### src/rtl/router_arbiter_pkg.sv
// Shared types and constants for the router arbiter: FSM states, debug view,
// the opcode subset the benchmarks use, and the round-robin pointer helper.
package router_arbiter_pkg;

  typedef enum logic [2:0] {
    ARB_IDLE  = 3'd0,
    ARB_ISSUE = 3'd1,
    ARB_WAIT  = 3'd2,
    ARB_RESP  = 3'd3,
    ARB_DRAIN = 3'd4
  } arb_state_e;

  typedef struct packed {
    arb_state_e  state;
    logic [2:0]  rr_ptr;
  } arb_dbg_t;

  localparam logic [3:0] OP_BIN_ADD = 4'h0;
  localparam logic [3:0] OP_BIN_SUB = 4'h1;

  localparam logic [1:0] COND_ALWAYS = 2'd0;

  // Pointer moves to the slot after the winner, wrapping at n-1.
  function automatic logic [2:0] next_ptr(input logic [2:0] w, input int n);
    return (int'(w) >= n - 1) ? 3'd0 : w + 3'd1;
  endfunction

endpackage

### src/rtl/router_arbiter_if.sv
// Requester and router-side signals of the arbiter. master = arbiter view,
// slave = environment view (requesters plus the router instance).
// Handshake: a request field set is consumed on the cycle req_valid[i] & req_ready[i];
// rsp_valid is a one-cycle strobe with no backpressure.
interface router_arbiter_if #(
    parameter int N_REQ = 4
);
    logic [N_REQ-1:0]    req_valid;
    logic [N_REQ-1:0]    req_ready;
    logic [2*N_REQ-1:0]  req_cond;
    logic [4*N_REQ-1:0]  req_opcode;
    logic [16*N_REQ-1:0] req_a;
    logic [16*N_REQ-1:0] req_b;
    logic [N_REQ-1:0]    rsp_valid;
    logic [31:0]         rsp_result;
    logic                rsp_err;
    logic                m_start;
    logic [1:0]          m_cond;
    logic [3:0]          m_opcode;
    logic [15:0]         m_a;
    logic [15:0]         m_b;
    logic                m_busy;
    logic                m_done;
    logic [31:0]         m_result;

    modport master (
        input  req_valid, req_cond, req_opcode, req_a, req_b, m_busy, m_done, m_result,
        output req_ready, rsp_valid, rsp_result, rsp_err,
               m_start, m_cond, m_opcode, m_a, m_b
    );

    modport slave (
        output req_valid, req_cond, req_opcode, req_a, req_b, m_busy, m_done, m_result,
        input  req_ready, rsp_valid, rsp_result, rsp_err,
               m_start, m_cond, m_opcode, m_a, m_b
    );
endinterface

### src/rtl/router_arbiter_rr_pick.sv
// Combinational round-robin picker: first set request at or after ptr,
// wrapping from N_REQ-1 back to 0.
module router_arbiter_rr_pick #(
    parameter int N_REQ = 4
) (
    input  logic [N_REQ-1:0] req,
    input  logic [2:0]       ptr,
    output logic [N_REQ-1:0] grant,
    output logic [2:0]       idx,
    output logic             any
);
    int   j;
    logic found;

    assign any = |req;

    always_comb begin
        grant = '0;
        idx   = '0;
        found = 1'b0;
        j     = 0;
        for (int k = 0; k < N_REQ; k++) begin
            j = int'(ptr) + k;
            if (j >= N_REQ) j = j - N_REQ;
            if (!found && req[j]) begin
                found    = 1'b1;
                grant[j] = 1'b1;
                idx      = 3'(j);
            end
        end
    end
endmodule

### src/rtl/router_arbiter.sv
// Shares one router between N_REQ requesters: round-robin grant, one operation
// in flight, watchdog that returns ERR_RESULT and drains a router that never finishes.
module router_arbiter
    import router_arbiter_pkg::*;
#(
    parameter int          N_REQ       = 4,
    parameter int          TIMEOUT_CYC = 64,
    parameter logic [31:0] ERR_RESULT  = 32'hDEAD_BEEF
) (
    input  logic                clk,
    input  logic                rst,
    router_arbiter_if.master    bus,
    output logic [15:0]         ops_done,
    output arb_dbg_t            dbg
);
    localparam int             WD      = (TIMEOUT_CYC > 2) ? $clog2(TIMEOUT_CYC) : 1;
    localparam logic [WD-1:0]  WD_LAST = WD'(TIMEOUT_CYC - 1);

    arb_state_e        state, state_nx;
    logic [2:0]        rr_ptr, win_q;
    logic [WD-1:0]     wdog;
    logic [31:0]       result_q;
    logic              err_q, drain_q, m_start_q;
    logic [1:0]        m_cond_q;
    logic [3:0]        m_opcode_q;
    logic [15:0]       m_a_q, m_b_q;
    logic [N_REQ-1:0]  pick_grant;
    logic [2:0]        pick_idx;
    logic              pick_any;

    router_arbiter_rr_pick #(.N_REQ(N_REQ)) u_pick (
        .req   (bus.req_valid),
        .ptr   (rr_ptr),
        .grant (pick_grant),
        .idx   (pick_idx),
        .any   (pick_any)
    );

    always_comb begin
        state_nx = state;
        case (state)
            ARB_IDLE:  if (pick_any) state_nx = ARB_ISSUE;
            ARB_ISSUE: if (!bus.m_busy) state_nx = ARB_WAIT;
            ARB_WAIT:  if (bus.m_done || wdog == WD_LAST) state_nx = ARB_RESP;
            ARB_RESP:  state_nx = drain_q ? ARB_DRAIN : ARB_IDLE;
            ARB_DRAIN: if (!bus.m_busy && !bus.m_done) state_nx = ARB_IDLE;
            default:   state_nx = ARB_IDLE;
        endcase
    end

    always_ff @(posedge clk) begin
        if (rst) begin
            state      <= ARB_IDLE;
            rr_ptr     <= '0;
            win_q      <= '0;
            wdog       <= '0;
            result_q   <= '0;
            err_q      <= 1'b0;
            drain_q    <= 1'b0;
            m_start_q  <= 1'b0;
            m_cond_q   <= '0;
            m_opcode_q <= '0;
            m_a_q      <= '0;
            m_b_q      <= '0;
            ops_done   <= '0;
        end else begin
            state     <= state_nx;
            m_start_q <= (state == ARB_ISSUE) && !bus.m_busy;
            case (state)
                ARB_IDLE: if (pick_any) begin
                    win_q      <= pick_idx;
                    m_cond_q   <= bus.req_cond[{pick_idx, 1'b0} +: 2];
                    m_opcode_q <= bus.req_opcode[{pick_idx, 2'b00} +: 4];
                    m_a_q      <= bus.req_a[{pick_idx, 4'b0000} +: 16];
                    m_b_q      <= bus.req_b[{pick_idx, 4'b0000} +: 16];
                end
                ARB_ISSUE: if (!bus.m_busy) wdog <= '0;
                ARB_WAIT: begin
                    wdog <= wdog + 1'b1;
                    // A done arriving on the last watchdog cycle still counts as success.
                    if (bus.m_done) begin
                        result_q <= bus.m_result;
                        err_q    <= 1'b0;
                        drain_q  <= 1'b0;
                    end else if (wdog == WD_LAST) begin
                        result_q <= ERR_RESULT;
                        err_q    <= 1'b1;
                        drain_q  <= 1'b1;
                    end
                end
                ARB_RESP: begin
                    ops_done <= ops_done + 16'd1;
                    rr_ptr   <= next_ptr(win_q, N_REQ);
                end
                default: ;
            endcase
        end
    end

    assign bus.req_ready  = (state == ARB_IDLE) ? pick_grant : '0;
    assign bus.rsp_valid  = (state == ARB_RESP) ? ({{(N_REQ-1){1'b0}}, 1'b1} << win_q) : '0;
    assign bus.rsp_result = (state == ARB_RESP) ? result_q : '0;
    assign bus.rsp_err    = (state == ARB_RESP) && err_q;
    assign bus.m_start    = m_start_q;
    assign bus.m_cond     = m_cond_q;
    assign bus.m_opcode   = m_opcode_q;
    assign bus.m_a        = m_a_q;
    assign bus.m_b        = m_b_q;
    assign dbg            = '{state: state, rr_ptr: rr_ptr};
endmodule

### src/flat_wrapper.sv
// flat-port wrapper written by rule: the top's interface ports become plain ports
module router_arbiter_flat import router_arbiter_pkg::*;
#(
    parameter int          N_REQ       = 4,
    parameter int          TIMEOUT_CYC = 64,
    parameter logic [31:0] ERR_RESULT  = 32'hDEAD_BEEF
)
  (clk, rst, ops_done, dbg, bus_req_valid, bus_req_cond, bus_req_opcode, bus_req_a, bus_req_b, bus_m_busy, bus_m_done, bus_m_result, bus_req_ready, bus_rsp_valid, bus_rsp_result, bus_rsp_err, bus_m_start, bus_m_cond, bus_m_opcode, bus_m_a, bus_m_b);
  router_arbiter_if #(.N_REQ(N_REQ)) bus_i ();
  input  logic clk;
  input  logic rst;
  output logic [15:0] ops_done;
  output arb_dbg_t dbg;
  input wire logic [$bits(bus_i.req_valid)-1:0] bus_req_valid;
  input wire logic [$bits(bus_i.req_cond)-1:0] bus_req_cond;
  input wire logic [$bits(bus_i.req_opcode)-1:0] bus_req_opcode;
  input wire logic [$bits(bus_i.req_a)-1:0] bus_req_a;
  input wire logic [$bits(bus_i.req_b)-1:0] bus_req_b;
  input wire logic [$bits(bus_i.m_busy)-1:0] bus_m_busy;
  input wire logic [$bits(bus_i.m_done)-1:0] bus_m_done;
  input wire logic [$bits(bus_i.m_result)-1:0] bus_m_result;
  output wire logic [$bits(bus_i.req_ready)-1:0] bus_req_ready;
  output wire logic [$bits(bus_i.rsp_valid)-1:0] bus_rsp_valid;
  output wire logic [$bits(bus_i.rsp_result)-1:0] bus_rsp_result;
  output wire logic [$bits(bus_i.rsp_err)-1:0] bus_rsp_err;
  output wire logic [$bits(bus_i.m_start)-1:0] bus_m_start;
  output wire logic [$bits(bus_i.m_cond)-1:0] bus_m_cond;
  output wire logic [$bits(bus_i.m_opcode)-1:0] bus_m_opcode;
  output wire logic [$bits(bus_i.m_a)-1:0] bus_m_a;
  output wire logic [$bits(bus_i.m_b)-1:0] bus_m_b;
  assign bus_i.req_valid = bus_req_valid;
  assign bus_i.req_cond = bus_req_cond;
  assign bus_i.req_opcode = bus_req_opcode;
  assign bus_i.req_a = bus_req_a;
  assign bus_i.req_b = bus_req_b;
  assign bus_i.m_busy = bus_m_busy;
  assign bus_i.m_done = bus_m_done;
  assign bus_i.m_result = bus_m_result;
  assign bus_req_ready = bus_i.req_ready;
  assign bus_rsp_valid = bus_i.rsp_valid;
  assign bus_rsp_result = bus_i.rsp_result;
  assign bus_rsp_err = bus_i.rsp_err;
  assign bus_m_start = bus_i.m_start;
  assign bus_m_cond = bus_i.m_cond;
  assign bus_m_opcode = bus_i.m_opcode;
  assign bus_m_a = bus_i.m_a;
  assign bus_m_b = bus_i.m_b;
  router_arbiter #(.N_REQ(N_REQ), .TIMEOUT_CYC(TIMEOUT_CYC), .ERR_RESULT(ERR_RESULT)) u_core (.clk(clk), .rst(rst), .bus(bus_i), .ops_done(ops_done), .dbg(dbg));
endmodule
### config.mk
export PLATFORM = sky130hd
export DESIGN_NAME = router_arbiter_flat
export DESIGN_NICKNAME = d
export VERILOG_FILES = /design/src/rtl/router_arbiter_pkg.sv /design/src/rtl/router_arbiter_if.sv /design/src/rtl/router_arbiter_rr_pick.sv /design/src/rtl/router_arbiter.sv /design/src/flat_wrapper.sv
export SDC_FILE = /design/constraint.sdc
export NUM_CORES = 1
export LEC_CHECK = 0
export ABC_AREA = 1
export BUFFER_PORTS_ARGS = -buffer_cell sky130_fd_sc_hd__buf_2
export CAP_MARGIN = 20
export CORE_MARGIN = 2
export CORE_UTILIZATION = 45
export DETAILED_ROUTE_END_ITERATION = 16
export PLACE_DENSITY = 0.85
export SLEW_MARGIN = 5
export SYNTH_ARGS = -nofsm -noshare
export SYNTH_HDL_FRONTEND = slang
export SYNTH_HIERARCHICAL = 1
export SYNTH_SLANG_ARGS = --single-unit
### constraint.sdc
create_clock -name clk -period 7.7 [get_ports clk]
set_clock_uncertainty 0.05 [all_clocks]
set_input_delay 0.385 -clock clk [delete_from_list [all_inputs] [get_ports clk]]
set_output_delay 0.385 -clock clk [all_outputs]
set_load 0.02 [all_outputs]
# --- Yosys cells after proc, flatten, opt, wreduce, memory -nomap -nowiden ---
# Cells that the tools add are included.
word_totals:
  register_bits: 103
  in_bits: 192
  out_inout_bits: 102
  word_cells: 127
classes:
  addsub: 10
  order_cmp: 13
  eq_ne: 9
  shifts: 5
  mux: 51
  bitwise_logic: 3
  n_reduce_logical: 24
op_table:
  columns: ["operator", "count"]
  rows:
  - ["32-bit 2-to-1 mux", 7]
  - ["32-bit by 1-bit >= comparator with 1-bit output (second input constant)", 4]
  - ["32-bit by 4-bit less-than comparator with 1-bit output (second input constant)", 4]
  - ["64-bit by 8-bit variable part select with 16-bit output", 2]
  - ["3-bit 2-to-1 mux", 10]
  - ["4-bit 2-to-1 mux", 6]
  - ["1-bit 2-to-1 mux", 17]
  - ["16-bit by 1-bit adder with 16-bit output (second input constant)", 1]
  - ["16-bit by 6-bit variable part select with 4-bit output", 1]
  - ["3-bit one-hot mux with 5 select lines", 1]
  - ["4-bit by 3-bit subtractor with 5-bit output (second input constant)", 3]
  - ["4-bit by 3-bit >= comparator with 1-bit output (second input constant)", 3]
  - ["4-bit OR", 3]
  - ["6-bit one-hot mux with 2 select lines", 1]
  - ["1-bit logical AND", 10]
  - ["3-bit by 2-bit adder with 4-bit output (second input constant)", 2]
  - ["1-bit binary-select mux with 2-bit select", 4]
  - ["1-bit demux with 2-bit select", 4]
  - ["8-bit by 5-bit variable part select with 2-bit output", 1]
  - ["6-bit by 1-bit adder with 6-bit output (second input constant)", 1]
  - ["3-bit by 2-bit == test with 1-bit output (second input constant)", 2]
  - ["6-bit == test (second input constant)", 1]
  - ["6-bit 2-to-1 mux", 1]
  - ["2-bit by 1-bit != test with 1-bit output (second input constant)", 3]
  - ["other kinds (16)", 23]

# --- Depth between registers and ports, before layout ---
logic_depth:
  ltp_word: 16
  mapped_depth: 19
  depth_no_buf: 16

# --- Cells and area by module ---
# The synthesis kept the hierarchy.
by_module_without_submodules:
  columns: ["mod", "instances", "cells_each", "area_each_um2", "seq_area_each_um2"]
  rows:
  - ["router_arbiter", 1, 848, 5381.4, 2062.0]
  - ["router_arbiter_rr_pick", 1, 99, 578.1, 0.0]

# --- Least setup slack after synthesis ---
# OpenSTA, ideal clock, no wires.
synth_timing:
  path_type: "register -> register"
  from: "register u_core.rr_ptr[1]"
  to: "register u_core.m_b_q[10], in the netlist u_core/bus.m_b[10]"
  setup_ns: 0.070
  arrival_ns: 2.541
  required_time_ns: 7.580
  slack_ns: 5.039
  path_stages_with_launch: 19
  n_path_buf: 2
  synth_period_minus_slack_ns: 2.661
  cell_sequence: "dfxtp_1 inv_2 ha_1 inv_1 nand3_2 nand2_4 nor2_4 nor2_1 o21ai_1 nand2_1 inv_1 buf_4 buf_4 nor2_1 nor2_1 o21ai_0 o21ai_1 nand2_1 a21oi_1"
synth_between:
  elab_chain_cells: 16
  elab_cells_between_ends: 41
  classes_between: "7 x add/sub; 4 x order compare; 1 x shift; 23 x mux; 6 x reduce/logical"
synth_lines:
  columns: ["element", "line", "source"]
  rows:
  - ["start, declared", "router_arbiter.sv:20", "logic [2:0] rr_ptr, win_q;"]
  - ["start signal, assigned", "router_arbiter.sv:93", "rr_ptr <= next_ptr(win_q, N_REQ);"]
  - ["parallel branches: the longest is 14 deep, another holds 4-bit by 3-bit subtractor with 5-bit output", null, null]
  - ["3-bit 2-to-1 mux (*)", "router_arbiter_rr_pick.sv:25", "if (!found && req[j]) begin"]
  - ["net u_core.pick_idx[0]", "router_arbiter.sv:28", "logic [2:0] pick_idx;"]
  - ["64-bit by 8-bit variable part select with 16-bit output (*)", "router_arbiter.sv:75", "m_b_q <= bus.req_b[{pick_idx, 4'b0000} +: 16];"]
  - ["end signal, assigned", "router_arbiter.sv:75", null]
  - ["end, declared", "router_arbiter.sv:26", "logic [15:0] m_a_q, m_b_q;"]
# Mark *: on every way through the listed nets, which the timed path passes. The select of a mux whose other input is x is not followed.
# A chain may end at the register's enable or synchronous reset.

# --- Worst setup path after layout ---
layout_timing:
  from: "register u_core.rr_ptr[0]"
  to: "register u_core.m_b_q[10], in the netlist u_core/bus.m_b[10]"
# The elaborated chain is that of the path after synthesis.

==> metrics.txt <==
routability cong.=0.9386; minimum hold slack=258.4 ps; RSZ-0062 raised after global routing=false; commonest cells after routing, fill and taps aside=293 x buf_2, 199 x nor2_1, 166 x nand2_1; TritonCTS clock tree=built; chip height=119.1 um; first-pass GRT wire length=28,740 um; DR DRC count=0; maxcap violations=0; Leakage=3.702 nW; Max-slew headroom=34.15%; dpl hpwl=12,880 um; main combinational cell family by area after synthesis=simple AND/OR/NAND/NOR gates; Synth Flop Type=dfxtp_1; post-synth top area share=34.60%; critical path class=flop to flop; # port buffers=293; placed cells=1,365; most common cell after layout, fill and taps aside=buf_2; via count of the first global-routing pass=6,298; synthesized-area fraction occupied by adder cells=3.149%; post-synth top area cell=dfxtp_1; clk slew on worst S/H paths=70 ps; CP arrival=3910 ps; area occupied by registers=2062 sq um; fin util=59.10%; DR vias=6,926; GRT Util Overall=24.39%; DIE AREA=14,180 sq um; XOR/XNOR Fraction of Synth Area=0.1470%; Tcrit/Tclk final=48.82%; layout net count=1,408; mapped cell area=5959 sq um; Synth Instances=947; Worst-Skew Late Latency=340 ps; Max Root-Sink Buffers=2; number of flops mapped to enable cells by yosys=0; vias per cell=5.008; Crit. End Element=flop; Post-Syn Nets=1,154; crit-path max FO=78; total wire length=17,840 um; Final Setup Violations=0; postcts setup bufs=0; drt pass-1 iters=5; startpoint types=flop; 1st-iter DRT viols=439; Starting Density=45.54%; Rows=42; largest net degree at the start of global routing=79; layout cells sized above 1=28.69%; area delta synth->final=29.77%; Final Hold Fails=0; worst min path class=input pin to flop; peak supply drop=127.9 uV; status=complete, no violations; worst-margin pin slew=985.5 ps; post-CTS resize count=0; Synth Area in Compound Gates=21.98%; Area contributors post-synth=dfxtp_1 35%, nor2_1 13%, nand2_1 10%, a21oi_1 7.9%, o21ai_1 6.9%; register area share after synthesis=34.60%; H-tree depth=3; Setup TNS=0 ps; pwr dens=206.1 nW/um^2; Slew Limit Fails=0; Final ANT Viol Nets=0; Fill cells=1,263; CTS buffer count=9; core footprint=13,090 sq um; simple-gate share of the synthesized area=30.30%; Clock Tree Root=clkbuf_16; area of the multi-input gates=3322 sq um; Cell Count, Final, Fillers Out=1,383; Avg Cell Area, Syn=6.293 sq um; fmax=0.2660 GHz; post-synth cell types=32; ys async rst share=0%; clock sink total=103; initial antenna violation count=1; worst path required time=7850 ps; Synthesis Warnings=6; mux contribution to synthesized area=0%; synthesized flop and latch total=103; # hold bufs at CTS=0; I/O pin total=294; WL per Instance=12.90 um; total gr overflow=0; Final min period=3759 ps; width of the die=119.1 um
-- final timing paths --
kind         slack [ps]  cells past startpoint                start                  end
max reg2reg        3940                     17     u_core/rr_ptr[0]   u_core/bus.m_b[10]
min reg2reg         410                      2  u_core/result_q[23]  u_core/result_q[23]
max                3940                     17     u_core/rr_ptr[0]   u_core/bus.m_b[10]
min                 260                      3      bus_m_result[4]   u_core/result_q[4]
-- worst max-delay path, cell delays in order, from the launching register on --
cell and delay [ps]:
dfxtp_1 690, inv_4 130, ha_1 380, inv_1 90
nand3_2 100, nand2_4 80, nor2_4 190, nor2_1 60
o21ai_1 100, nand2_1 70, inv_2 40, buf_4 530
inv_2 300, buf_12 270, o21ai_0 200, o21ai_1 90
nand2_1 60, a21oi_1 70
-- state kept, by name, indices dropped and copies added, names as in the netlist --
signal,cells
u_core/result_q,32
u_core/bus.m_a,16
u_core/bus.m_b,16
u_core/ops_done,16
u_core/wdog,6
u_core/bus.m_opcode,4
u_core/rr_ptr,3
u_core/state,3
u_core/win_q,3
u_core/bus.m_cond,2
u_core/bus.m_start,1
u_core/drain_q,1
-- per-layer routing --
| metal | vias up | global-route usage, % | share of wire [%] |
|---|---|---|---|
| li1 | 3559 | - | - |
| met1 | 3078 | 29.01 | 42 |
| met2 | 255 | 42.35 | 49 |
| met3 | 34 | 4.885 | 5.9 |
| met4 | 0 | 10.86 | 3.0 |
| met5 | - | 0 | 0 |
-- report_power, final --
part | internal (W) | switching, W | total, W
Sequential | 0.000585 | 0.0000298 | 0.000615
Combinational | 0.000187 | 0.000348 | 0.000535
Clock | 0.000234 | 0.000210 | 0.000443
-- metrics by stage --
stage	cell area (sq um)	setup WS, ps	total power, W
floorplan	5959	5039	0.001001
global placement	7421	3892	0.001148
detailed placement	7421	3745	0.001158
CTS	7711	3730	0.001605
global route	7734	3536	0.001698
finish	7734	3941	0.001594
-- Yosys cell counts, types with 7 or more instances --
library cell / count
nor2_1: 199
nand2_1: 166
dfxtp_1: 103
a21oi_1: 94
o21ai_1: 82
inv_1: 76
o21ai_0: 76
nand3_1: 34
clkbuf_1: 27
buf_2: 20
ha_1: 15
nand4_1: 7
-- layout make-up --
cell class / instances / area share, %
well taps: 176 / 2.847
inverters: 82 / 4.045
flip-flops and latches: 103 / 26.66
multi-input cells: 706 / 42.95
diodes: 1 / 0.03236
clock buffers: 10 / 3.090
clock inverters: 6 / 0.6633
repair buffers: 299 / 19.71
-- logic make-up (layout without fill, tap and decap cells) --
kind of cell             Yosys count  count (layout)
other                              0               1
XOR/XNOR                           1               1
AO/OA/AOI/OAI                    258             258
AND/OR/NAND/NOR                  432             432
adder cells (fa/ha/maj)           15              15
buffers and inverters            138             397
flip-flops                       103             103
Note: power is estimated with default switching activity, not from simulation.
